[src/rtl/scarf_edge_counter_scheduler_if.sv]
// Regmap <-> sequencer bundle: config/start/abort in, strobes and status out.
interface scarf_edge_counter_scheduler_if #(
  parameter int GATE_W = 32
);
  logic              start;
  logic              abort;
  logic              mode;
  logic [3:0]        chan_mask;
  logic [GATE_W-1:0] gate_cycles;
  logic [3:0]        clr;
  logic [3:0]        enable;
  logic [3:0]        capture;
  logic [1:0]        active_chan;
  logic              busy;
  logic              done;
  logic              err;
  logic              aborted;
  logic [3:0]        done_mask;

  modport master (
    output start, abort, mode, chan_mask, gate_cycles,
    input  clr, enable, capture, active_chan, busy, done, err, aborted, done_mask
  );

  modport slave (
    input  start, abort, mode, chan_mask, gate_cycles,
    output clr, enable, capture, active_chan, busy, done, err, aborted, done_mask
  );
endinterface

[src/rtl/scarf_edge_counter_scheduler.sv]
// SCARF edge-counter measurement sequencer: clear, gate, settle and capture
// the four counters, concurrently or one channel at a time.
module scarf_esc_lane (
  input  logic clk,
  input  logic rst_n_sync,
  input  logic sel_i,
  input  logic arm_i,
  input  logic gate_i,
  input  logic cap_i,
  input  logic dm_clr_i,
  output logic clr_o,
  output logic en_o,
  output logic cap_o,
  output logic dm_o
);
  logic clr_q, en_q, cap_q, dm_q;

  always_ff @(posedge clk or negedge rst_n_sync) begin
    if (!rst_n_sync) begin
      clr_q <= 1'b0;
      en_q  <= 1'b0;
      cap_q <= 1'b0;
      dm_q  <= 1'b0;
    end else begin
      clr_q <= sel_i & arm_i;
      en_q  <= sel_i & gate_i;
      cap_q <= sel_i & cap_i;
      dm_q  <= dm_clr_i ? 1'b0 : (dm_q | (sel_i & cap_i));
    end
  end

  assign clr_o = clr_q;
  assign en_o  = en_q;
  assign cap_o = cap_q;
  assign dm_o  = dm_q;
endmodule

module scarf_edge_counter_scheduler #(
  parameter int SETTLE_CYCLES = 4,
  parameter int GATE_W        = 32
) (
  input logic                          clk,
  input logic                          rst_n_sync,
  scarf_edge_counter_scheduler_if.slave bus
);
  localparam int NUM_LANES = 4;
  localparam int CH_W      = 2;

  typedef enum logic [2:0] {IDLE, ARM, GATE, SETTLE, CAPTURE} state_e;

  state_e                 state_q, state_d;
  logic [GATE_W-1:0]      gcnt_q, gcnt_d;
  logic [7:0]             scnt_q, scnt_d;
  logic [CH_W-1:0]        chan_q, chan_d;
  logic                   mode_q, mode_d;
  logic [NUM_LANES-1:0]   mask_q, mask_d;
  logic [GATE_W-1:0]      gate_q, gate_d;
  logic                   busy_q, done_q, err_q, abrt_q;
  logic                   err_d, done_d, abrt_d, dm_clr;
  logic [CH_W:0]          nxt;
  logic [NUM_LANES-1:0]   set_d;
  logic                   ph_arm, ph_gate, ph_cap;
  logic [NUM_LANES-1:0]   clr_w, en_w, cap_w, dm_w;

  // Lowest set mask bit at or above 'from'; MSB flags whether one exists.
  function automatic logic [CH_W:0] pick(input logic [NUM_LANES-1:0] m, input int from);
    pick = '0;
    for (int i = NUM_LANES - 1; i >= 0; i--)
      if (m[i] && i >= from) pick = {1'b1, CH_W'(i)};
  endfunction

  always_comb begin
    state_d = state_q;
    gcnt_d  = gcnt_q;
    scnt_d  = scnt_q;
    chan_d  = chan_q;
    mode_d  = mode_q;
    mask_d  = mask_q;
    gate_d  = gate_q;
    err_d   = 1'b0;
    done_d  = 1'b0;
    abrt_d  = 1'b0;
    dm_clr  = 1'b0;
    nxt     = '0;
    case (state_q)
      IDLE: begin
        if (bus.start && !bus.abort) begin
          if (bus.chan_mask == '0 || bus.gate_cycles == '0) begin
            err_d = 1'b1;
          end else begin
            mode_d  = bus.mode;
            mask_d  = bus.chan_mask;
            gate_d  = bus.gate_cycles;
            dm_clr  = 1'b1;
            nxt     = pick(bus.chan_mask, 0);
            chan_d  = bus.mode ? nxt[CH_W-1:0] : '0;
            state_d = ARM;
          end
        end
      end
      ARM: begin
        gcnt_d  = gate_q;
        state_d = GATE;
      end
      GATE: begin
        // Terminal count is 1, so an all-ones load never wraps.
        if (gcnt_q == GATE_W'(1)) begin
          scnt_d  = 8'(SETTLE_CYCLES);
          state_d = SETTLE;
        end else begin
          gcnt_d = gcnt_q - GATE_W'(1);
        end
      end
      SETTLE: begin
        if (scnt_q == 8'd1) state_d = CAPTURE;
        else                scnt_d  = scnt_q - 8'd1;
      end
      CAPTURE: begin
        nxt = pick(mask_q, int'(chan_q) + 1);
        if (mode_q && nxt[CH_W]) begin
          chan_d  = nxt[CH_W-1:0];
          state_d = ARM;
        end else begin
          chan_d  = '0;
          done_d  = 1'b1;
          state_d = IDLE;
        end
      end
      default: state_d = IDLE;
    endcase
    // Abort overrides whatever the phase logic decided, including a done.
    if (bus.abort && state_q != IDLE) begin
      state_d = IDLE;
      chan_d  = '0;
      done_d  = 1'b0;
      abrt_d  = 1'b1;
    end
  end

  assign set_d   = mode_d ? (NUM_LANES'(1) << chan_d) : mask_d;
  assign ph_arm  = (state_d == ARM);
  assign ph_gate = (state_d == GATE);
  assign ph_cap  = (state_d == CAPTURE);

  always_ff @(posedge clk or negedge rst_n_sync) begin
    if (!rst_n_sync) begin
      state_q <= IDLE;
      gcnt_q  <= '0;
      scnt_q  <= '0;
      chan_q  <= '0;
      mode_q  <= 1'b0;
      mask_q  <= '0;
      gate_q  <= '0;
      busy_q  <= 1'b0;
      done_q  <= 1'b0;
      err_q   <= 1'b0;
      abrt_q  <= 1'b0;
    end else begin
      state_q <= state_d;
      gcnt_q  <= gcnt_d;
      scnt_q  <= scnt_d;
      chan_q  <= chan_d;
      mode_q  <= mode_d;
      mask_q  <= mask_d;
      gate_q  <= gate_d;
      busy_q  <= (state_d != IDLE);
      done_q  <= done_d;
      err_q   <= err_d;
      abrt_q  <= abrt_d;
    end
  end

  for (genvar g = 0; g < NUM_LANES; g++) begin : g_lane
    scarf_esc_lane u_lane (
      .clk        (clk),
      .rst_n_sync (rst_n_sync),
      .sel_i      (set_d[g]),
      .arm_i      (ph_arm),
      .gate_i     (ph_gate),
      .cap_i      (ph_cap),
      .dm_clr_i   (dm_clr),
      .clr_o      (clr_w[g]),
      .en_o       (en_w[g]),
      .cap_o      (cap_w[g]),
      .dm_o       (dm_w[g])
    );
  end

  assign bus.clr         = clr_w;
  assign bus.enable      = en_w;
  assign bus.capture     = cap_w;
  assign bus.done_mask   = dm_w;
  assign bus.active_chan = chan_q;
  assign bus.busy        = busy_q;
  assign bus.done        = done_q;
  assign bus.err         = err_q;
  assign bus.aborted     = abrt_q;
endmodule

[src/flat_wrapper.sv]
// flat-port wrapper written by rule: the top's interface ports become plain ports
module scarf_edge_counter_scheduler_flat 
#(
  parameter int SETTLE_CYCLES = 4,
  parameter int GATE_W        = 32
)
  (clk, rst_n_sync, bus_start, bus_abort, bus_mode, bus_chan_mask, bus_gate_cycles, bus_clr, bus_enable, bus_capture, bus_active_chan, bus_busy, bus_done, bus_err, bus_aborted, bus_done_mask);
  scarf_edge_counter_scheduler_if #(.GATE_W(GATE_W)) bus_i ();
  input logic clk;
  input logic rst_n_sync;
  input wire logic [$bits(bus_i.start)-1:0] bus_start;
  input wire logic [$bits(bus_i.abort)-1:0] bus_abort;
  input wire logic [$bits(bus_i.mode)-1:0] bus_mode;
  input wire logic [$bits(bus_i.chan_mask)-1:0] bus_chan_mask;
  input wire logic [$bits(bus_i.gate_cycles)-1:0] bus_gate_cycles;
  output wire logic [$bits(bus_i.clr)-1:0] bus_clr;
  output wire logic [$bits(bus_i.enable)-1:0] bus_enable;
  output wire logic [$bits(bus_i.capture)-1:0] bus_capture;
  output wire logic [$bits(bus_i.active_chan)-1:0] bus_active_chan;
  output wire logic [$bits(bus_i.busy)-1:0] bus_busy;
  output wire logic [$bits(bus_i.done)-1:0] bus_done;
  output wire logic [$bits(bus_i.err)-1:0] bus_err;
  output wire logic [$bits(bus_i.aborted)-1:0] bus_aborted;
  output wire logic [$bits(bus_i.done_mask)-1:0] bus_done_mask;
  assign bus_i.start = bus_start;
  assign bus_i.abort = bus_abort;
  assign bus_i.mode = bus_mode;
  assign bus_i.chan_mask = bus_chan_mask;
  assign bus_i.gate_cycles = bus_gate_cycles;
  assign bus_clr = bus_i.clr;
  assign bus_enable = bus_i.enable;
  assign bus_capture = bus_i.capture;
  assign bus_active_chan = bus_i.active_chan;
  assign bus_busy = bus_i.busy;
  assign bus_done = bus_i.done;
  assign bus_err = bus_i.err;
  assign bus_aborted = bus_i.aborted;
  assign bus_done_mask = bus_i.done_mask;
  scarf_edge_counter_scheduler #(.SETTLE_CYCLES(SETTLE_CYCLES), .GATE_W(GATE_W)) u_core (.clk(clk), .rst_n_sync(rst_n_sync), .bus(bus_i));
endmodule
[config.mk]
export PLATFORM = sky130hd
export DESIGN_NAME = scarf_edge_counter_scheduler_flat
export DESIGN_NICKNAME = d
export VERILOG_FILES = /design/src/rtl/scarf_edge_counter_scheduler_if.sv /design/src/rtl/scarf_edge_counter_scheduler.sv /design/src/flat_wrapper.sv
export SDC_FILE = /design/constraint.sdc
export NUM_CORES = 1
export LEC_CHECK = 0
export CAP_MARGIN = 30
export CELL_PAD_IN_SITES_DETAIL_PLACEMENT = 1
export CELL_PAD_IN_SITES_GLOBAL_PLACEMENT = 1
export CORE_UTILIZATION = 25
export DETAILED_ROUTE_END_ITERATION = 6
export GPL_TIMING_DRIVEN = 0
export PLACE_DENSITY_LB_ADDON = 0.25
export SLEW_MARGIN = 40
export SYNTH_ARGS = -nofsm -noshare
export SYNTH_HDL_FRONTEND = slang
export SYNTH_SLANG_ARGS = --single-unit
[constraint.sdc]
create_clock -name clk -period 5.7 [get_ports clk]
set_input_delay 0.855 -clock clk [delete_from_list [all_inputs] [get_ports clk]]
set_output_delay 0.855 -clock clk [all_outputs]
set_load 0.01 [all_outputs]
Word-level counts from Yosys, hierarchy flattened
Index checks and enable logic that the tools add are counted.
{"block": "op_classes", "eq_ne": 12, "order_cmp": 4, "shift": 1, "add_sub_neg": 3, "n_mux": 48, "n_mul": 0, "n_div": 0, "n_reduce_logical": 19, "n_bitwise": 17}
{"op": "3-bit by 32-bit >= comparator with 1-bit output (first input constant)", "count": 2}
{"op": "32-bit one-hot mux with 2 select lines", "count": 1}
{"op": "32-bit by 1-bit equality test with 1-bit output (second input constant)", "count": 1}
{"op": "1-bit by 32-bit >= comparator with 1-bit output (first input constant)", "count": 1}
{"op": "2-bit by 32-bit >= comparator with 1-bit output (first input constant)", "count": 1}
{"op": "32-bit zero test", "count": 1}
{"op": "32-bit two-way mux", "count": 1}
{"op": "32-bit by 1-bit subtractor with 32-bit output (second input constant)", "count": 1}
{"op": "3-bit two-way mux", "count": 10}
{"op": "1-bit two-way mux", "count": 18}
{"op": "2-bit two-way mux", "count": 9}
{"op": "4-bit two-way mux", "count": 4}
{"op": "8-bit two-way mux", "count": 2}
{"op": "8-bit one-hot mux with 2 select lines", "count": 1}
{"op": "3-bit one-hot mux with 5 select lines", "count": 1}
{"op": "1-bit AND", "count": 12}
{"op": "3-bit by 2-bit equality test with 1-bit output (second input constant)", "count": 3}
{"op": "8-bit by 1-bit equality test with 1-bit output (second input constant)", "count": 1}
{"op": "8-bit by 1-bit subtractor with 8-bit output (second input constant)", "count": 1}
{"op": "1-bit logical AND", "count": 7}
{"op": "3-bit by 1-bit equality test with 1-bit output (second input constant)", "count": 2}
{"op": "3-bit equality test (second input constant)", "count": 2}
{"op": "3-bit AND reduction", "count": 2}
{"op": "3-bit nonzero test", "count": 2}
{"op": "13 further kinds", "count": 18}
{"block": "totals", "ramBits": 0, "register_bits": 102, "elab_cells": 131, "out_inout_bits": 22, "n_memories": 0, "latch_bits": 0, "mem_bits_ro": 0, "inputBits": 41}

Logic depth before layout (Yosys ltp)
{"block": "logic_depth", "ltp_word": 17, "depth_mapped": 10, "depth_no_buf": 9}

By module
Synthesis repeated with hierarchy kept, for this count alone.
{"block": "unflattened", "cells_unflattened": 589, "area_unflattened_um2": 5325.1}
{"module": "scarf_edge_counter_scheduler", "area_per_inst_um2": 4799.6, "cells_per_inst": 553, "n_inst": 1, "seq_area_each_um2": 2152.1}
{"module": "scarf_esc_lane", "area_per_inst_um2": 131.4, "cells_per_inst": 9, "n_inst": 4, "seq_area_each_um2": 100.1}

Worst setup path before layout
No wires, ideal clock.
{"block": "synth_path", "path_kind": "in2reg", "from": "in bus_abort", "to": "reg u_core.g_lane[1].u_lane.cap_q", "required_time_ns": 5.581, "setup_time_ns": 0.119, "t_arrival_ns": 2.525, "path_stages": 8, "path_slack_ns": 3.056, "n_path_buf": 2, "cell_sequence": "clkbuf_1 -> nand2b_1 -> nor3_1 -> o21a_1 -> mux2_2 -> buf_2 -> a31o_2 -> and2_1"}
{"block": "synth_via", "word_cells_on_any_way": 17, "classes_between": "eq/ne: 1; shift: 1; mux: 11; bitwise: 1; reduce/logical: 3"}
{"element": "start: declaration", "line": "flat_wrapper.sv:12", "text": "input wire logic [$bits(bus_i.abort)-1:0] bus_abort;"}
{"element": "1-bit zero test", "line": "scarf_edge_counter_scheduler.sv:87", "text": "if (bus.start && !bus.abort) begin"}
{"element": "1-bit logical AND", "line": "scarf_edge_counter_scheduler.sv:87"}
{"element": "1-bit two-way mux", "line": "scarf_edge_counter_scheduler.sv:87"}
{"element": "1-bit two-way mux", "line": "scarf_edge_counter_scheduler.sv:85", "text": "case (state_q)"}
{"element": "via u_core.mode_d", "line": "scarf_edge_counter_scheduler.sv:55", "text": "logic mode_q, mode_d;"}
{"element": "4-bit two-way mux", "line": "scarf_edge_counter_scheduler.sv:140", "text": "assign set_d = mode_d ? (NUM_LANES'(1) << chan_d) : mask_d;"}
{"element": "1-bit AND", "line": "scarf_edge_counter_scheduler.sv:27", "text": "cap_q <= sel_i & cap_i;"}
{"element": "end signal: assignment", "line": "scarf_edge_counter_scheduler.sv:27"}
{"element": "end: declaration", "line": "scarf_edge_counter_scheduler.sv:16", "text": "logic clr_q, en_q, cap_q, dm_q;"}
The timed path passes the listed nets, and every way through them passes these cells.
A chain may end at the register's enable or synchronous reset.

Worst setup path after layout
{"block": "layout_path", "from": "in bus_gate_cycles[25]", "to": "reg u_core.g_lane[2].u_lane.cap_q"}
{"block": "layout_via", "elab_chain_cells": 9, "word_cells_on_any_way": 20, "classes_between": "eq/ne: 1; shift: 1; mux: 15; bitwise: 1; reduce/logical: 2"}
{"element": "start: declaration", "line": "flat_wrapper.sv:15", "text": "input wire logic [$bits(bus_i.gate_cycles)-1:0] bus_gate_cycles;"}
{"element": "32-bit zero test", "line": "scarf_edge_counter_scheduler.sv:88", "text": "if (bus.chan_mask == '0 || bus.gate_cycles == '0) begin"}
{"element": "1-bit logical OR", "line": "scarf_edge_counter_scheduler.sv:88"}
{"element": "2-bit two-way mux", "line": "scarf_edge_counter_scheduler.sv:88"}
{"element": "2-bit two-way mux", "line": "scarf_edge_counter_scheduler.sv:87"}
{"element": "2-bit one-hot mux with 2 select lines", "line": "scarf_edge_counter_scheduler.sv:85"}
{"element": "2-bit two-way mux", "line": "scarf_edge_counter_scheduler.sv:132", "text": "if (bus.abort && state_q != IDLE) begin"}
{"element": "via u_core.chan_d[1]", "line": "scarf_edge_counter_scheduler.sv:54", "text": "logic [CH_W-1:0] chan_q, chan_d;"}
{"element": "1-bit by 2-bit left shift with 4-bit output", "line": "scarf_edge_counter_scheduler.sv:140"}
{"element": "4-bit two-way mux", "line": "scarf_edge_counter_scheduler.sv:140"}
{"element": "1-bit AND", "line": "scarf_edge_counter_scheduler.sv:27"}
{"element": "end signal: assignment", "line": "scarf_edge_counter_scheduler.sv:27"}
{"element": "end: declaration", "line": "scarf_edge_counter_scheduler.sv:16"}
The timed path passes the listed nets, and every way through them passes these cells.

==> metrics.txt <==
first-pass GRT wire length 26,200 µm; # Post-CTS Setup Buffers 0; post-synth top area share 0.493; synthesis-to-layout area growth 24.4%; total global routing track utilization 0.158; Port Buffers 61; Worst-path clk slew around 0.070 ns; Chip Width between 100 and 150 µm; crit-path cells clkdlybuf4s50_1 -> nor4_1 -> nand4_1 -> o21ai_0 -> mux2i_1 -> o22a_1 -> inv_1 -> a31oi_1 -> nor2_1; worst-skew pair later-pin latency 0.36 ns; fin cells 885; Synth Instances 537; Critical-path top delay cell nor4_1; ys flop type dfrtp_1; RR Endpoint u_core.gcnt_q[9]; worst hold path class primary input to async pin; ant diodes 0; DP HPWL 11,600 µm; H-tree depth 3; Fin. Hold Viols 0; initial antenna violation count 0; sequential area share after synthesis 0.493; post-synth top area cell dfrtp_1; Final min period approximately 3.5 ns; Inst Count DP 869; r2r worst-path depth 10; worst setup path endpoint u_core.g_lane[2].u_lane.cap_o; synth top area cells dfrtp_1, mux2_2, o21ai_0; max incr delay on CP 0.48 ns; IO Pins 63; crit path launch bus_gate_cycles[25]; Post-Syn Area 0.00518 mm²; WL final between 15,000 and 20,000 µm; Synth Register Bits 102; fillcell total 2,347; max_cap viols 0; clk sinks between 100 and 150; Worst Setup End Kind register; Slew Limit Fails 0; skew final 0.0110 ns; CP max FO 5; flop-to-flop setup slack about 2.7 ns; leading cell types by count after synthesis dfrtp_1, nor2_1, o21ai_0; Root Buffer clkbuf_16; routed length per instance 18.0 µm; CP Data Required Time 5.93 ns; Worst Tran Pin Value about 0.75 ns; Die Footprint about 0.021 mm²; grt ovf 0; Slew Limit Headroom 0.497; status completed; Synth Net Count 582; crit start category primary input; top-count cell post-synth dfrtp_1; total CTS buffers 9; Die Y between 100 and 150 µm; Resized Gates After CTS 0; Pwr Density 374 mW/mm²; setup TNS 0 ns; CTS tree built; Routed Antenna Nets 0; DR iter-0 viols 169; vias post-DR 4,330; vias in the first global route 4,797; gpl congestion 0.776; WP data arrival ~3.8 ns; DR DRC count 0; TritonRoute pass-1 iters 4; Finish-stage setup viols 0; Crit Path Category primary input to register; fmax 283 MHz; fin crit share 0.621; Post-synth EDFFs 0; Syn Area/Cell 9.64 µm²; largest net degree at the start of global routing 57; unrepaired setup endpoints after global routing false; VDD IR max 0.000133 V; DR vias/cell around 4.9; Lkg Pwr ~2.5 nW; final net count 655; r2r startpoint u_core.gcnt_q[1]; core footprint 0.0203 mm²; Yosys cell types 54; ys async rst share 1.00; Post-CTS Hold Buffers 0; power after layout ~0.0024 W; Yosys warnings 0; clock tree buffer depth 2; ratio of cells with drive above 1 in the final layout 0.153; num rows 52; Initial Util 0.255
==> cells in the final DEF (no fill, tap or decap), types with 3 or more instances in the layout <==
master,count
a21oi_1,47
a22oi_1,4
a31oi_1,3
and2_1,5
buf_2,10
buf_4,16
clkbuf_1,18
clkbuf_16,9
clkdlybuf4s50_1,60
dfrtp_1,102
ha_1,4
inv_1,14
mux2_2,36
mux2i_1,3
nand2_1,27
nand2b_1,7
nand3_1,11
nand4_1,6
nor2_1,59
nor2b_1,9
nor3_1,16
nor4_1,20
o21a_1,6
o21ai_0,50
o22a_1,3
o22ai_1,3
or2_2,4
or3_1,7
or4_1,6
xor2_1,4
==> logic make-up after synthesis <==
family,Yosys count,synth area share
flops,102,0.493
mux,39,0.0841
xor+xnor,6,0.0101
compound gates,138,0.155
simple gates,190,0.192
fa+ha+maj,4,0.00966
buf+inv,58,0.0561
==> worst min path at each step <==
stage	from	to	slack (ns)	depth (start not counted)
after global routing	rst_n_sync	u_core.gcnt_q[17]	0.41	1
after detailed placement	u_core.gcnt_q[11]	u_core.gcnt_q[11]	0.49	2
after floorplan	u_core.gcnt_q[11]	u_core.gcnt_q[11]	0.44	2
final	rst_n_sync	u_core.gcnt_q[17]	0.39	1
after global placement	u_core.gcnt_q[11]	u_core.gcnt_q[11]	0.47	2
after CTS	rst_n_sync	u_core.gcnt_q[14]	0.41	1
==> critical path, delay by kind of cell <==
kind / cells / cell delay (ns)
multiplexers: 1 / 0.25
AND/OR/NAND/NOR: 3 / 0.98
buffers and inverters: 2 / 0.58
AO/OA/AOI/OAI: 3 / 1.09
==> where the power goes <==
part | switching [W] | total [W] | internal (W)
Combinational | 0.000348 | 0.000641 | 0.000294
Clock | 0.000293 | 0.000604 | 0.000312
Sequential | 0.000222 | 0.00116 | 0.000941
Total | 0.000862 | 0.00241 | 0.00155
==> area by class of cell <==
class	instances	area (µm²)	area share
Clock inverter	6	45.0	0.00699
Clock buffer	10	239	0.0371
Buffer	44	238	0.0369
Timing Repair Buffer	62	643	0.0998
Inverter	14	52.6	0.00816
Tap cell	270	338	0.0524
Sequential cell	102	2550	0.396
Multi-Input combinational cell	377	2340	0.363
==> routing by layer <==
metal	vias up	global-route usage	wire, µm
met5	-	0	0
met4	0	0.0363	145
met3	7	0.0373	521
met2	67	0.262	7510
met1	2201	0.209	7760
li1	2055	-	-
==> stage by stage <==
step	hold WS [ns]	utilization	worst slack (ns)	cell area [µm²]
2_1_floorplan	0.443	-	3.06	5180
5_1_grt	0.410	0.317	1.92	6440
4_1_cts	0.410	0.317	2.18	6440
3_5_place_dp	0.493	0.303	1.81	6160
6_report	0.393	0.317	2.16	6440
3_3_place_gp	0.466	0.302	-0.339	6130
==> sequential cells by signal, indices dropped and copies added (netlist names), 4 cells and up <==
register and cells:
u_core.g_lane.u_lane.cap_o 4, u_core.g_lane.u_lane.clr_o 4, u_core.g_lane.u_lane.dm_o 4, u_core.g_lane.u_lane.en_o 4
u_core.gate_q 32, u_core.gcnt_q 32, u_core.mask_q 4, u_core.scnt_q 8
(Power assumes the default switching activity.)
